<file path="config.mk">
export PLATFORM = sky130hd
export DESIGN_NAME = mul_cell_arbiter
export DESIGN_NICKNAME = d
export VERILOG_FILES = /design/src/rtl/mul_cell_arbiter.sv
export SDC_FILE = /design/constraint.sdc
export NUM_CORES = 1
export LEC_CHECK = 0
export CORE_MARGIN = 2
export CORE_UTILIZATION = 31
export CTS_CLUSTER_DIAMETER = 150
export DETAILED_ROUTE_END_ITERATION = 10
export GPL_TIMING_DRIVEN = 0
export HOLD_SLACK_MARGIN = 0.02
export PLACE_DENSITY = 0.8
export SYNTH_ARGS = -nofsm -noshare
export SYNTH_HDL_FRONTEND = slang
export SYNTH_SLANG_ARGS = --single-unit
</file>
<file path="constraint.sdc">
create_clock -name clk -period 1.5 [get_ports clk]
set_input_delay 0.3 -clock clk [delete_from_list [all_inputs] [get_ports clk]]
set_output_delay 0.3 -clock clk [all_outputs]
set_load 0.01 [all_outputs]
</file>
<file path="src/rtl/mul_cell_arbiter.sv">
// Round-robin sharing of one pipelined low-product multiplier cell between two requesters.
// Granted operands are registered onto the cell; a tag pipeline routes each result back.
module mul_cell_arbiter #(
    parameter int unsigned WIDTH   = 32,
    parameter int unsigned LATENCY = 1
) (
    input  logic             clk,
    input  logic             reset_n,
    input  logic             en,

    input  logic             req0_valid,
    output logic             req0_ready,
    input  logic [WIDTH-1:0] req0_src1,
    input  logic [WIDTH-1:0] req0_src2,
    output logic             rsp0_valid,
    output logic [WIDTH-1:0] rsp0_result,

    input  logic             req1_valid,
    output logic             req1_ready,
    input  logic [WIDTH-1:0] req1_src1,
    input  logic [WIDTH-1:0] req1_src2,
    output logic             rsp1_valid,
    output logic [WIDTH-1:0] rsp1_result,

    output logic [WIDTH-1:0] mul_src1,
    output logic [WIDTH-1:0] mul_src2,
    input  logic [WIDTH-1:0] mul_result,

    output logic             busy
);

    localparam int unsigned DEPTH = LATENCY + 1;

    logic             r_ptr;
    logic [DEPTH-1:0] r_tag_vld;
    logic [DEPTH-1:0] r_tag_port;
    logic [WIDTH-1:0] r_src1;
    logic [WIDTH-1:0] r_src2;

    logic             w_gnt0;
    logic             w_gnt1;
    logic             w_accept;
    logic             w_port;

    // Grant only issues to a valid requester, so a grant is already an acceptance.
    always_comb begin
        w_gnt0 = 1'b0;
        w_gnt1 = 1'b0;
        if (reset_n && en) begin
            if (req0_valid && req1_valid) begin
                w_gnt0 = ~r_ptr;
                w_gnt1 = r_ptr;
            end else begin
                w_gnt0 = req0_valid;
                w_gnt1 = req1_valid;
            end
        end
    end

    assign w_accept   = w_gnt0 | w_gnt1;
    assign w_port     = w_gnt1;
    assign req0_ready = w_gnt0;
    assign req1_ready = w_gnt1;

    always_ff @(posedge clk or negedge reset_n) begin
        if (!reset_n) begin
            r_ptr  <= 1'b0;
            r_src1 <= '0;
            r_src2 <= '0;
        end else if (w_accept) begin
            r_ptr  <= ~w_port;
            r_src1 <= w_port ? req1_src1 : req0_src1;
            r_src2 <= w_port ? req1_src2 : req0_src2;
        end
    end

    always_ff @(posedge clk or negedge reset_n) begin
        if (!reset_n) begin
            r_tag_vld  <= '0;
            r_tag_port <= '0;
        end else begin
            r_tag_vld  <= {r_tag_vld[DEPTH-2:0], w_accept};
            r_tag_port <= {r_tag_port[DEPTH-2:0], w_port};
        end
    end

    assign mul_src1 = r_src1;
    assign mul_src2 = r_src2;

    // The last tag stage lines up with the cell output.
    assign rsp0_valid  = r_tag_vld[LATENCY] & ~r_tag_port[LATENCY];
    assign rsp1_valid  = r_tag_vld[LATENCY] & r_tag_port[LATENCY];
    assign rsp0_result = rsp0_valid ? mul_result : '0;
    assign rsp1_result = rsp1_valid ? mul_result : '0;

    // An op in its response cycle has completed and no longer counts as in flight.
    assign busy = w_accept | (|r_tag_vld[LATENCY-1:0]);

endmodule

</file>
## Word level (Yosys, flattened, before mapping)

Cells that the tools add are included.

| cells by class | value |
|---|---|
| muxes and demuxes | 8 |
| bitwise gates (word level) | 7 |
| reductions and logical operators | 2 |

Operator list:

| operator | number |
|---|---|
| 32-bit 2-to-1 mux | 4 |
| 1-bit 2-to-1 mux | 4 |
| 1-bit NOT | 3 |
| 1-bit AND | 2 |
| 1-bit logical AND | 2 |
| 1-bit OR | 2 |

| word-level totals | value |
|---|---|
| bits in registers | 69 |
| output and inout port bits | 133 |
| logic and storage cells | 22 |

## Logic depth before layout (Yosys ltp)

Gate-level depths: netlist of run 1.

| logic depth | value |
|---|---|
| word-level depth | 5 |
| gate-level depth with buffers | 5 |

## Least setup slack after synthesis of run 1

No wires, ideal clock.

| timing | value |
|---|---|
| path type | input port to output port |
| from | input req1_valid |
| to | output busy |
| data arrival time | 1,169 ps |
| data required time | 1,200 ps |
| setup slack | 31 ps |
| stages | 4 |
| path through | o211a_2 buf_2 buf_2 or2_2 |

| on the way | value |
|---|---|
| longest elaborated chain between the ends | 5 |
| elaborated cells on any way between the ends | 7 |
| classes of those cells | mux (4); bitwise (2); reduce/logical (1) |

RTL lines:

| element | line | source |
|---|---|---|
| start: declaration | 18 | `input logic req1_valid,` |
| 1-bit logical AND | 50 | `if (req0_valid && req1_valid) begin` |
| 1-bit 2-to-1 mux | 50 |  |
| 1-bit 2-to-1 mux | 49 | `if (reset_n && en) begin` |
| 1-bit OR (*) | 60 | `assign w_accept = w_gnt0 \| w_gnt1;` |
| via w_accept | 42 | `logic w_accept;` |
| 1-bit OR (*) | 97 | `assign busy = w_accept \| (\|r_tag_vld[LATENCY-1:0]);` |
| end: declaration | 29 | `output logic busy` |

Mark *: on every way through the listed nets, which the timed path passes. The rest lies on a longest branch.

## Final worst setup path of run 1

| timing | value |
|---|---|
| from | register r_tag_port[1] |
| to | output rsp0_result[3] |

| on the way | value |
|---|---|
| longest elaborated chain between the ends | 3 |

RTL lines:

| element | line | source |
|---|---|---|
| start: declaration | 36 | `logic [DEPTH-1:0] r_tag_port;` |
| start signal: assignment | 83 | `r_tag_port <= {r_tag_port[DEPTH-2:0], w_port};` |
| 1-bit NOT | 91 | `assign rsp0_valid = r_tag_vld[LATENCY] & ~r_tag_port[LATENCY];` |
| 1-bit AND | 91 |  |
| 32-bit 2-to-1 mux | 93 | `assign rsp0_result = rsp0_valid ? mul_result : '0;` |
| end: declaration | 16 | `output logic [WIDTH-1:0] rsp0_result,` |

No other way between the ends.

==> impl_metrics.json, run 1 <==
{
  "cp-start-kind": "flop",
  "combPwrFrac": 0.337,
  "cpMostUsedCell": "buf_6",
  "io_buffer_count": 297,
  "netlist_instances": 381,
  "setup_violations": 67,
  "synth.area.top_cells": "dfrtp_1 44%, a311o_1 16%, nor3b_1 12%",
  "dp_hpwl_um": 12500,
  "hold_path_class": "in2async",
  "start_util": 0.316,
  "die_y_um": 117,
  "power_mw": 7.16,
  "coreArea_mm2": 0.0126,
  "hold_slack_ns": 0.0223,
  "syn_nets": 546,
  "clock_skew_ns": 0.00582,
  "relSlewSlack": 0.632,
  "grt_start_max_net_pins": 36,
  "min_period_ns": 1.83,
  "worstPathRequired_ns": 1.20,
  "gr-usage-all-layers": 0.243,
  "endpoint_kind": "output port",
  "criticalPathCategory": "reg2out",
  "die_area_mm2": 0.0137,
  "ant_nets": 0,
  "viasPerCell": 5.10,
  "synthToLayoutAreaGrowth_pct": 104,
  "root_buffer": "clkbuf_16",
  "chipWidth_um": 117,
  "cts.sinks": 69,
  "crit_family": "buffers and inverters",
  "synth_cell_types": 19,
  "clkPwrFrac": 0.332,
  "pin_count": 298,
  "status": "finished, violations left",
  "synthArstFlopShare": 1.00,
  "p_int_mw": 5.17,
  "setup_ws_ns": -0.331,
  "crit_fanout": 6,
  "drive_gt1_frac": 0.287,
  "avgSynthCellArea_um2": 10.4,
  "cts_buffer_depth": 2,
  "arrival_ns": 1.53,
  "ys_top_cells_by_count": "69 x dfrtp_1, 64 x a311o_1, 64 x nor3b_1",
  "crit_chain": "nor2b_4 -> clkbuf_8 -> buf_6 -> buf_6 -> and2_4 -> buf_6",
  "crit_buf_inv": 4,
  "switchingPower_mw": 1.98,
  "num_antenna_cells": 0,
  "h-tree-depth": 3,
  "antenna_found_initial": 0,
  "ys_seq_elements": 69,
  "num_vias": 4592,
  "slew_violations": 0,
  "grt_pass1_vias": 4843,
  "drt_iter0_markers": 163,
  "drtPass1Iterations": 6,
  "ys_warn_count": 0,
  "synth.cell_area_mm2": 0.00397,
  "slowest_delay_ns": 0.43,
  "drc": 0,
  "switching_share": 0.277,
  "worstMarginPinSlew_ns": 0.552,
  "clock_latency_ns": 0.33,
  "yosys_most_used_dff": "dfrtp_1",
  "synth_top_area_share": 0.435,
  "synth_seq_area_share": 0.435,
  "place_congestion": 0.806,
  "finalWirelength_um": 17600,
  "dp_cells": 851,
  "hold_viol": 0,
  "crit_slowest_cell": "dfrtp_2",
  "max_freq_mhz": 546,
  "rsz0062_at_grt": "true",
  "clkTransAtPathRegs_ns": 0.05,
  "overflow": 0,
  "peakVddDrop_mv": 0.541,
  "post-synth-top-count-cell": "dfrtp_1",
  "cap_viol_max_count": 0,
  "wl_per_cell_um": 19.6,
  "grt_pass1_wl_um": 25400,
  "fin_crit_sh": 1.22,
  "pwr-share-seq": 0.331,
  "leakagePower_nw": 3.60,
  "cts_tree": "built",
  "numCtsBuffers": 9,
  "power_density_mw_per_mm2": 886,
  "rows": 41,
  "synth_edf_count": 0,
  "fin_nets": 888,
  "synth_top_area_cell": "dfrtp_1",
  "violations": "setup timing",
  "final_cells": 900
}
==> worst register-to-register path, cell delays in order, from the launching register on <==
cell and delay, ns:
dfrtp_1 0.38, nor2b_2 0.07, or2_4 0.28, buf_12 0.15, buf_8 0.13, buf_6 0.11, a311o_1 0.24
==> power by group through the flow <==
stage | clock network (mW) | registers, mW | logic, mW
finish | 2.38 | 2.37 | 2.41
CTS | 2.42 | 2.37 | 2.34
floorplan | 0 | 2.55 | 0.791
global placement | 0 | 2.40 | 2.37
global route | 2.50 | 2.41 | 2.59
detailed placement | 0 | 2.41 | 2.42
==> cells by family after synthesis <==
logic type,Yosys count,synth area share
simple gates,199,0.335
flops,69,0.435
compound gates,68,0.169
buf+inv,45,0.0606
==> routing by layer <==
metal	up-vias	track usage	part of all wire	wire length, um
met5	-	0	0	0
met4	0	0.120	0.030	533
met3	36	0.0716	0.079	1400
met2	199	0.435	0.52	9080
met1	2259	0.262	0.37	6600
li1	2098	-	-	-
==> area by class of cell <==
type | count | area [um^2]
plain buffers | 39 | 318
clock buffers | 11 | 253
clock inverters | 5 | 81.3
fillers | 995 | 4490
inverters | 1 | 6.26
multi-input cells | 267 | 2180
flip-flops and latches | 69 | 1730
well taps | 172 | 215
repair buffers | 336 | 3300
==> repair_timing <==
action                                 in CTS  in global routing
cloned                                      4                  2
hold buffers                                1                  1
buffers inserted                           21                 11
endpoints found under the hold margin       3                  1
setup endpoints to repair                 197                130
pin swaps                                  22                  8
gates resized for setup                   453                 71
==> path summary, 6_finish.rpt <==
path | start | to | slack, ns | cells after the start
setup reg to reg | r_ptr | mul_src1[16] | 0.03 | 6
min in group clk | en | r_ptr | 0.25 | 2
setup / recovery | r_tag_port[1] | rsp0_result[3] | -0.33 | 6
max in group asynchronous | reset_n | mul_src1[26] | 0.85 | 4
hold / removal | reset_n | mul_src1[15] | 0.02 | 3
hold reg to reg | r_tag_port[0] | r_tag_port[1] | 0.35 | 0
==> layout by cell type, fill, tap and decap left out, types with 2 or more instances in the layout <==
cell	Yosys	layout
or2_4	0	2
bufinv_16	0	2
buf_6	6	58
a311o_1	64	64
buf_2	21	42
and3_4	0	21
dlygate4sd3_1	0	2
and2_1	33	15
clkdlybuf4s50_1	0	160
clkbuf_16	0	11
and2_4	0	18
and3_1	32	11
dlygate4sd2_1	0	64
clkbuf_2	0	4
nor3b_1	64	64
clkbuf_8	0	5
buf_8	0	10
buf_4	0	22
buf_12	0	2
clkbuf_1	13	3
and2b_1	5	5
nor2b_1	61	59
nand3_1	2	2
dfrtp_1	69	68
bufbuf_16	0	2
==> per-stage QoR <==
| stage | setup WS [ns] | utilization | setup TNS, ns | cell area (um^2) |
|---|---|---|---|---|
| floorplan | 0.0307 | - | 0 | 3970 |
| global route | -0.383 | 0.643 | -18.00 | 8080 |
| detailed placement | -1.12 | 0.571 | -69.99 | 7180 |
| CTS | -0.349 | 0.616 | -14.45 | 7740 |
| global placement | -3.90 | 0.569 | -428.04 | 7150 |
| finish | -0.331 | 0.643 | -15.02 | 8080 |
==> flip-flops by register name, summed over array words and instances (netlist names) <==
register and flops:
mul_src2 32, mul_src1 32, r_tag_vld 2, r_ptr 1, r_tag_port 2
Power figures use the tool's default switching activity.
==> inputs of run 2 (changes only) <==
--- a/config.mk
+++ b/config.mk
@@ -9,7 +9,6 @@
 export CORE_UTILIZATION = 31
 export CTS_CLUSTER_DIAMETER = 150
 export DETAILED_ROUTE_END_ITERATION = 10
-export GPL_TIMING_DRIVEN = 0
 export HOLD_SLACK_MARGIN = 0.02
 export PLACE_DENSITY = 0.8
 export SYNTH_ARGS = -nofsm -noshare
==> run 2 against run 1 <==
Net effect:
- the run still ends with setup timing left
- die area stayed put
- worst hold slack better by 0.18 ns
- setup slack gained 0.065 ns
- clock-buffer cell count unchanged
- utilization decreased by 2.0 points
- clock power down 19%
- fmax rose by 3.7%
- final area decreased by 3.1%
- first-iteration DRC count rose by 34%
- wire length is 0.94% lower
- critical path type unchanged
- critical endpoint is now rsp0_result[30]
- largest cell class unchanged
- largest power group unchanged
==> impl_metrics.json, run 2 (synthesis results as in run 1) <==
{
  "leakagePower_nw": 3.40,
  "hold_viol": 0,
  "dp_hpwl_um": 10900,
  "clock_skew_ns": 0.00699,
  "place_congestion": 0.772,
  "status": "finished, violations left",
  "drive_gt1_frac": 0.269,
  "setup_ws_ns": -0.266,
  "start_util": 0.316,
  "grt_pass1_wl_um": 24100,
  "coreArea_mm2": 0.0126,
  "cp-start-kind": "flop",
  "multiInputGateArea_mm2": 0.00221,
  "crit_family": "flip-flops",
  "final_cells": 861,
  "rows": 41,
  "worstMarginPinSlew_ns": 0.637,
  "slowest_delay_ns": 0.44,
  "finalWirelength_um": 17500,
  "max_freq_mhz": 566,
  "grt_start_max_net_pins": 70,
  "relSlewSlack": 0.576,
  "min_period_ns": 1.77,
  "fillers": 1023,
  "setup_violations": 68,
  "crit_fanout": 7,
  "viasPerCell": 5.28,
  "final_common_cell": "clkdlybuf4s50_1",
  "pin_count": 298,
  "ant_nets": 0,
  "root_buffer": "clkbuf_16",
  "criticalPathCategory": "reg2out",
  "die_area_mm2": 0.0137,
  "numCtsBuffers": 9,
  "fin_nets": 850,
  "antenna_found_initial": 0,
  "cts.sinks": 69,
  "clkTransAtPathRegs_ns": 0.05,
  "overflow": 0,
  "cap_viol_max_count": 0,
  "wl_per_cell_um": 20.3,
  "gr-usage-all-layers": 0.231,
  "chipWidth_um": 117,
  "arrival_ns": 1.47,
  "worstPathRequired_ns": 1.20,
  "clock_latency_ns": 0.33,
  "synthToLayoutAreaGrowth_pct": 97.3,
  "power_mw": 6.68,
  "drc": 0,
  "crit_slowest_cell": "dfrtp_2",
  "fin_crit_sh": 1.18,
  "violations": "setup timing",
  "cts_tree": "built",
  "seq_area_mm2": 0.00173,
  "final_cell_mix": "160 x clkdlybuf4s50_1, 68 x buf_6, 67 x dfrtp_1",
  "slew_violations": 0,
  "grt_pass1_vias": 4560,
  "peakVddDrop_mv": 0.565,
  "num_antenna_cells": 0,
  "cpMostUsedCell": "buf_6",
  "drtPass1Iterations": 4,
  "io_buffer_count": 297,
  "die_y_um": 117,
  "power_density_mw_per_mm2": 854,
  "num_vias": 4542,
  "hold_path_class": "in2async",
  "rsz0062_at_grt": "true",
  "drt_iter0_markers": 219,
  "cts_buffer_depth": 2,
  "crit_chain": "nor2b_4 -> buf_6 -> buf_6 -> and2_4 -> buf_6",
  "endpoint_kind": "output port",
  "dp_cells": 824,
  "crit_buf_inv": 3,
  "h-tree-depth": 3
}
run 2: cell count changes in the layout (fill, tap and decap cells not counted), moves of 9 or more:
cell    before  now
buf_2       42   18
buf_4       22   13
buf_8       10    1
and2_4      18   29
and2_1      15    4
buf_6       58   68
run 2: path summary, 6_finish.rpt:
path                                     from         endpoint  slack, ns  depth (start not counted)
worst min-delay path                  reset_n     mul_src1[30]       0.20                          3
worst max-delay path            r_tag_port[1]  rsp0_result[30]      -0.27                          5
worst min register to register  r_tag_port[0]    r_tag_port[1]       0.35                          0
max in group asynchronous             reset_n     mul_src1[10]       0.83                          3
worst max register to register          r_ptr     mul_src2[17]       0.08                          4
min in group clk                           en            r_ptr       0.33                          3
run 2: area by class of cell:
cell class / instances / area share
well taps: 172 / 0.0275
repair buffers: 337 / 0.435
multi-input cells: 267 / 0.282
clock inverters: 4 / 0.00320
clock buffers: 11 / 0.0310
inverters: 1 / 0.000480
flip-flops and latches: 69 / 0.221
run 2: what timing repair did:
item                                   CTS  global route
setup endpoints to repair              197            81
setup buffers                            9             8
endpoints found under the hold margin    5             0
pin swaps                               46            14
hold buffers                             1             0
cloned                                   8             2
resized for setup                      470            36
run 2: power breakdown:
part | leakage, nW | switching (mW) | total (mW) | internal (mW)
logic | 2.44 | 0.992 | 2.38 | 1.39
registers | 0.829 | 0.165 | 2.37 | 2.21
clock network | 0.127 | 0.779 | 1.93 | 1.15
run 2: per-stage QoR:
step	worst slack, ns	util	hold slack [ns]	area (um^2)	TNS (ns)
floorplan	0.0307	-	0.00441	3970	0
global placement	-0.702	0.564	0.242	7080	-61.99
detailed placement	-0.803	0.564	0.249	7080	-66.70
CTS	-0.290	0.611	0.353	7680	-11.44
global route	-0.322	0.623	0.256	7830	-15.28
finish	-0.266	0.623	0.204	7830	-12.15
run 2: layer usage:
metal  routed length [um]  up-vias  global-route usage
met3                 1390       34              0.0752
li1                     -     2026                   -
met1                 6420     2261               0.240
met2                 9210      221               0.427
met4                  434        0              0.0925
met5                    0        -                   0
run 2: worst reg2reg max path: cells and delay by family, from the launching register on:
kind            cells  cell delay [ns]
flops               1             0.38
simple gates        2             0.34
compound gates      1             0.36
buf+inv             1             0.21
==> inputs of run 3 (changes only) <==
--- a/config.mk
+++ b/config.mk
@@ -10,7 +10,7 @@
 export CTS_CLUSTER_DIAMETER = 150
 export DETAILED_ROUTE_END_ITERATION = 10
 export HOLD_SLACK_MARGIN = 0.02
-export PLACE_DENSITY = 0.8
+export PLACE_DENSITY = 0.78
 export SYNTH_ARGS = -nofsm -noshare
 export SYNTH_HDL_FRONTEND = slang
 export SYNTH_SLANG_ARGS = --single-unit
==> run 3 against run 2 <==
Net effect:
- the flow still finishes with violations (setup timing)
- clock power barely moved
- worst hold slack got worse by 0.18 ns
- global-route usage rose by 0.68 points
- via count fell by 3.6%
- sequential power barely moved
- power fell by 0.17%
- first-iteration DRC count rose by 1.8%
- wire length rose by 1.3%
==> impl_metrics.json, run 3 (synthesis results as in run 1) <==
{
  "seq_area_mm2": 0.00173,
  "crit_chain": "buf_6 -> buf_6 -> buf_16 -> and3_4 -> buf_6",
  "fillers": 1048,
  "peakVddDrop_mv": 0.456,
  "overflow": 0,
  "clock_latency_ns": 0.32,
  "final_area_mm2": 0.00781,
  "max_freq_mhz": 589,
  "place_area_mm2": 0.00711,
  "pin_count": 298,
  "hold_viol": 0,
  "worstMarginPinSlew_ns": 0.615,
  "numCtsBuffers": 9,
  "chipWidth_um": 117,
  "violations": "setup timing",
  "viasPerCell": 5.13,
  "coreArea_mm2": 0.0126,
  "antenna_found_initial": 0,
  "power_mw": 6.67,
  "hold_path_class": "in2async",
  "cts_tree": "built",
  "start_util": 0.316,
  "arrival_ns": 1.40,
  "finalWirelength_um": 17700,
  "slew_violations": 0,
  "drc": 0,
  "min_period_ns": 1.70,
  "crit_slowest_cell": "dfrtp_1",
  "clkTransAtPathRegs_ns": 0.06,
  "final_cell_mix": "160 x clkdlybuf4s50_1, 68 x dfrtp_1, 64 x nor3b_1, 64 x a311o_1, 64 x dlygate4sd2_1",
  "worstPathRequired_ns": 1.20,
  "cp-start-kind": "flop",
  "grt_pass1_wl_um": 24600,
  "power_density_mw_per_mm2": 854,
  "crit_family": "buffers and inverters",
  "fin_crit_sh": 1.13,
  "num_vias": 4380,
  "cts_buffer_depth": 2,
  "setup_ws_ns": -0.198,
  "cpMostUsedCell": "buf_6",
  "die_y_um": 117,
  "io_buffer_count": 297,
  "cts_hold_buffers": 0,
  "cts.sinks": 69,
  "rows": 41,
  "cap_viol_max_count": 0,
  "leakagePower_nw": 3.34,
  "root_buffer": "clkbuf_16",
  "die_area_mm2": 0.0137,
  "relSlewSlack": 0.590,
  "h-tree-depth": 3,
  "gr-usage-all-layers": 0.237,
  "synthToLayoutAreaGrowth_pct": 96.9,
  "drive_gt1_frac": 0.257,
  "fin_nets": 844,
  "crit_buf_inv": 4,
  "finalSetupTns_ns": -10.00,
  "hold_slack_ns": 0.0250,
  "rsz0062_at_grt": "true",
  "final_common_cell": "clkdlybuf4s50_1",
  "criticalPathCategory": "reg2out",
  "dp_hpwl_um": 11300,
  "place_congestion": 0.751,
  "drt_iter0_markers": 223,
  "drtPass1Iterations": 4,
  "clock_skew_ns": 0.00583,
  "grt_pass1_vias": 4536,
  "slowest_delay_ns": 0.39,
  "grt_start_max_net_pins": 65,
  "status": "finished, violations left",
  "endpoint_kind": "output port",
  "crit_fanout": 8,
  "num_antenna_cells": 0,
  "final_util": 0.622,
  "multiInputGateArea_mm2": 0.00223,
  "ant_nets": 0,
  "wl_per_cell_um": 20.7,
  "setup_violations": 67
}
==> run 3: cell types whose count changed in the layout (fill, tap and decap cells not counted), sizes merged <==
cell / before / now
buf: 108 / 102
clkbuf: 14 / 16
dlygate4sd3: 1 / 0
clkinvlp: 2 / 0
==> run 3: per-layer routing <==
| layer | global-route usage | vias up | routed length [um] |
|---|---|---|---|
| met5 | 0 | - | 0 |
| met4 | 0.113 | 0 | 696 |
| met3 | 0.0778 | 38 | 1450 |
| met2 | 0.434 | 208 | 9130 |
| met1 | 0.245 | 2120 | 6410 |
| li1 | - | 2014 | - |
==> run 3: what timing repair did <==
action                     in CTS  in global routing
pin swaps                      10                  7
setup endpoints to repair     197                110
buffers inserted                9                  4
gates resized for setup       461                 36
hold endpoints to repair        0                  0
gates cloned                    8                  2
==> run 3: final cells by class <==
type                       count  share of cell area
clock buffer                  12              0.0328
multi-input combinational    267               0.285
tap                          172              0.0276
sequential                    69               0.221
timing repair buffer         331               0.431
inverter                       1            0.000801
clock inverter                 2             0.00128
==> run 3: power breakdown <==
group,internal (mW),leakage (nW),switching [mW]
combinational,1.36,2.38,0.995
clock,1.19,0.134,0.754
sequential,2.21,0.831,0.166
==> run 3: final timing paths <==
| kind | startpoint | to | slack (ns) | cells past startpoint |
|---|---|---|---|---|
| setup / recovery | r_tag_vld[1] | rsp1_result[6] | -0.20 | 5 |
| hold / removal | reset_n | r_ptr | 0.03 | 2 |
| max in group asynchronous | reset_n | mul_src1[3] | 0.84 | 3 |
| min in group clk | en | r_ptr | 0.34 | 3 |
| setup reg to reg | r_ptr | mul_src2[25] | 0.05 | 4 |
| hold reg to reg | r_tag_port[0] | r_tag_port[1] | 0.36 | 0 |
==> run 3: worst register-to-register path: cells and delay by family, from the launching register on <==
kind,cells,cell delay [ns]
AO/OA/AOI/OAI,1,0.34
buffers and inverters,1,0.21
AND/OR/NAND/NOR,2,0.37
flip-flops,1,0.41
==> run 3: per-stage QoR <==
step | std cells | setup WS [ns]
2_1_floorplan | 381 | 0.0307
3_3_place_gp | 823 | -0.696
3_5_place_dp | 823 | -0.778
4_1_cts | 854 | -0.290
5_1_grt | 854 | -0.242
6_report | 854 | -0.198
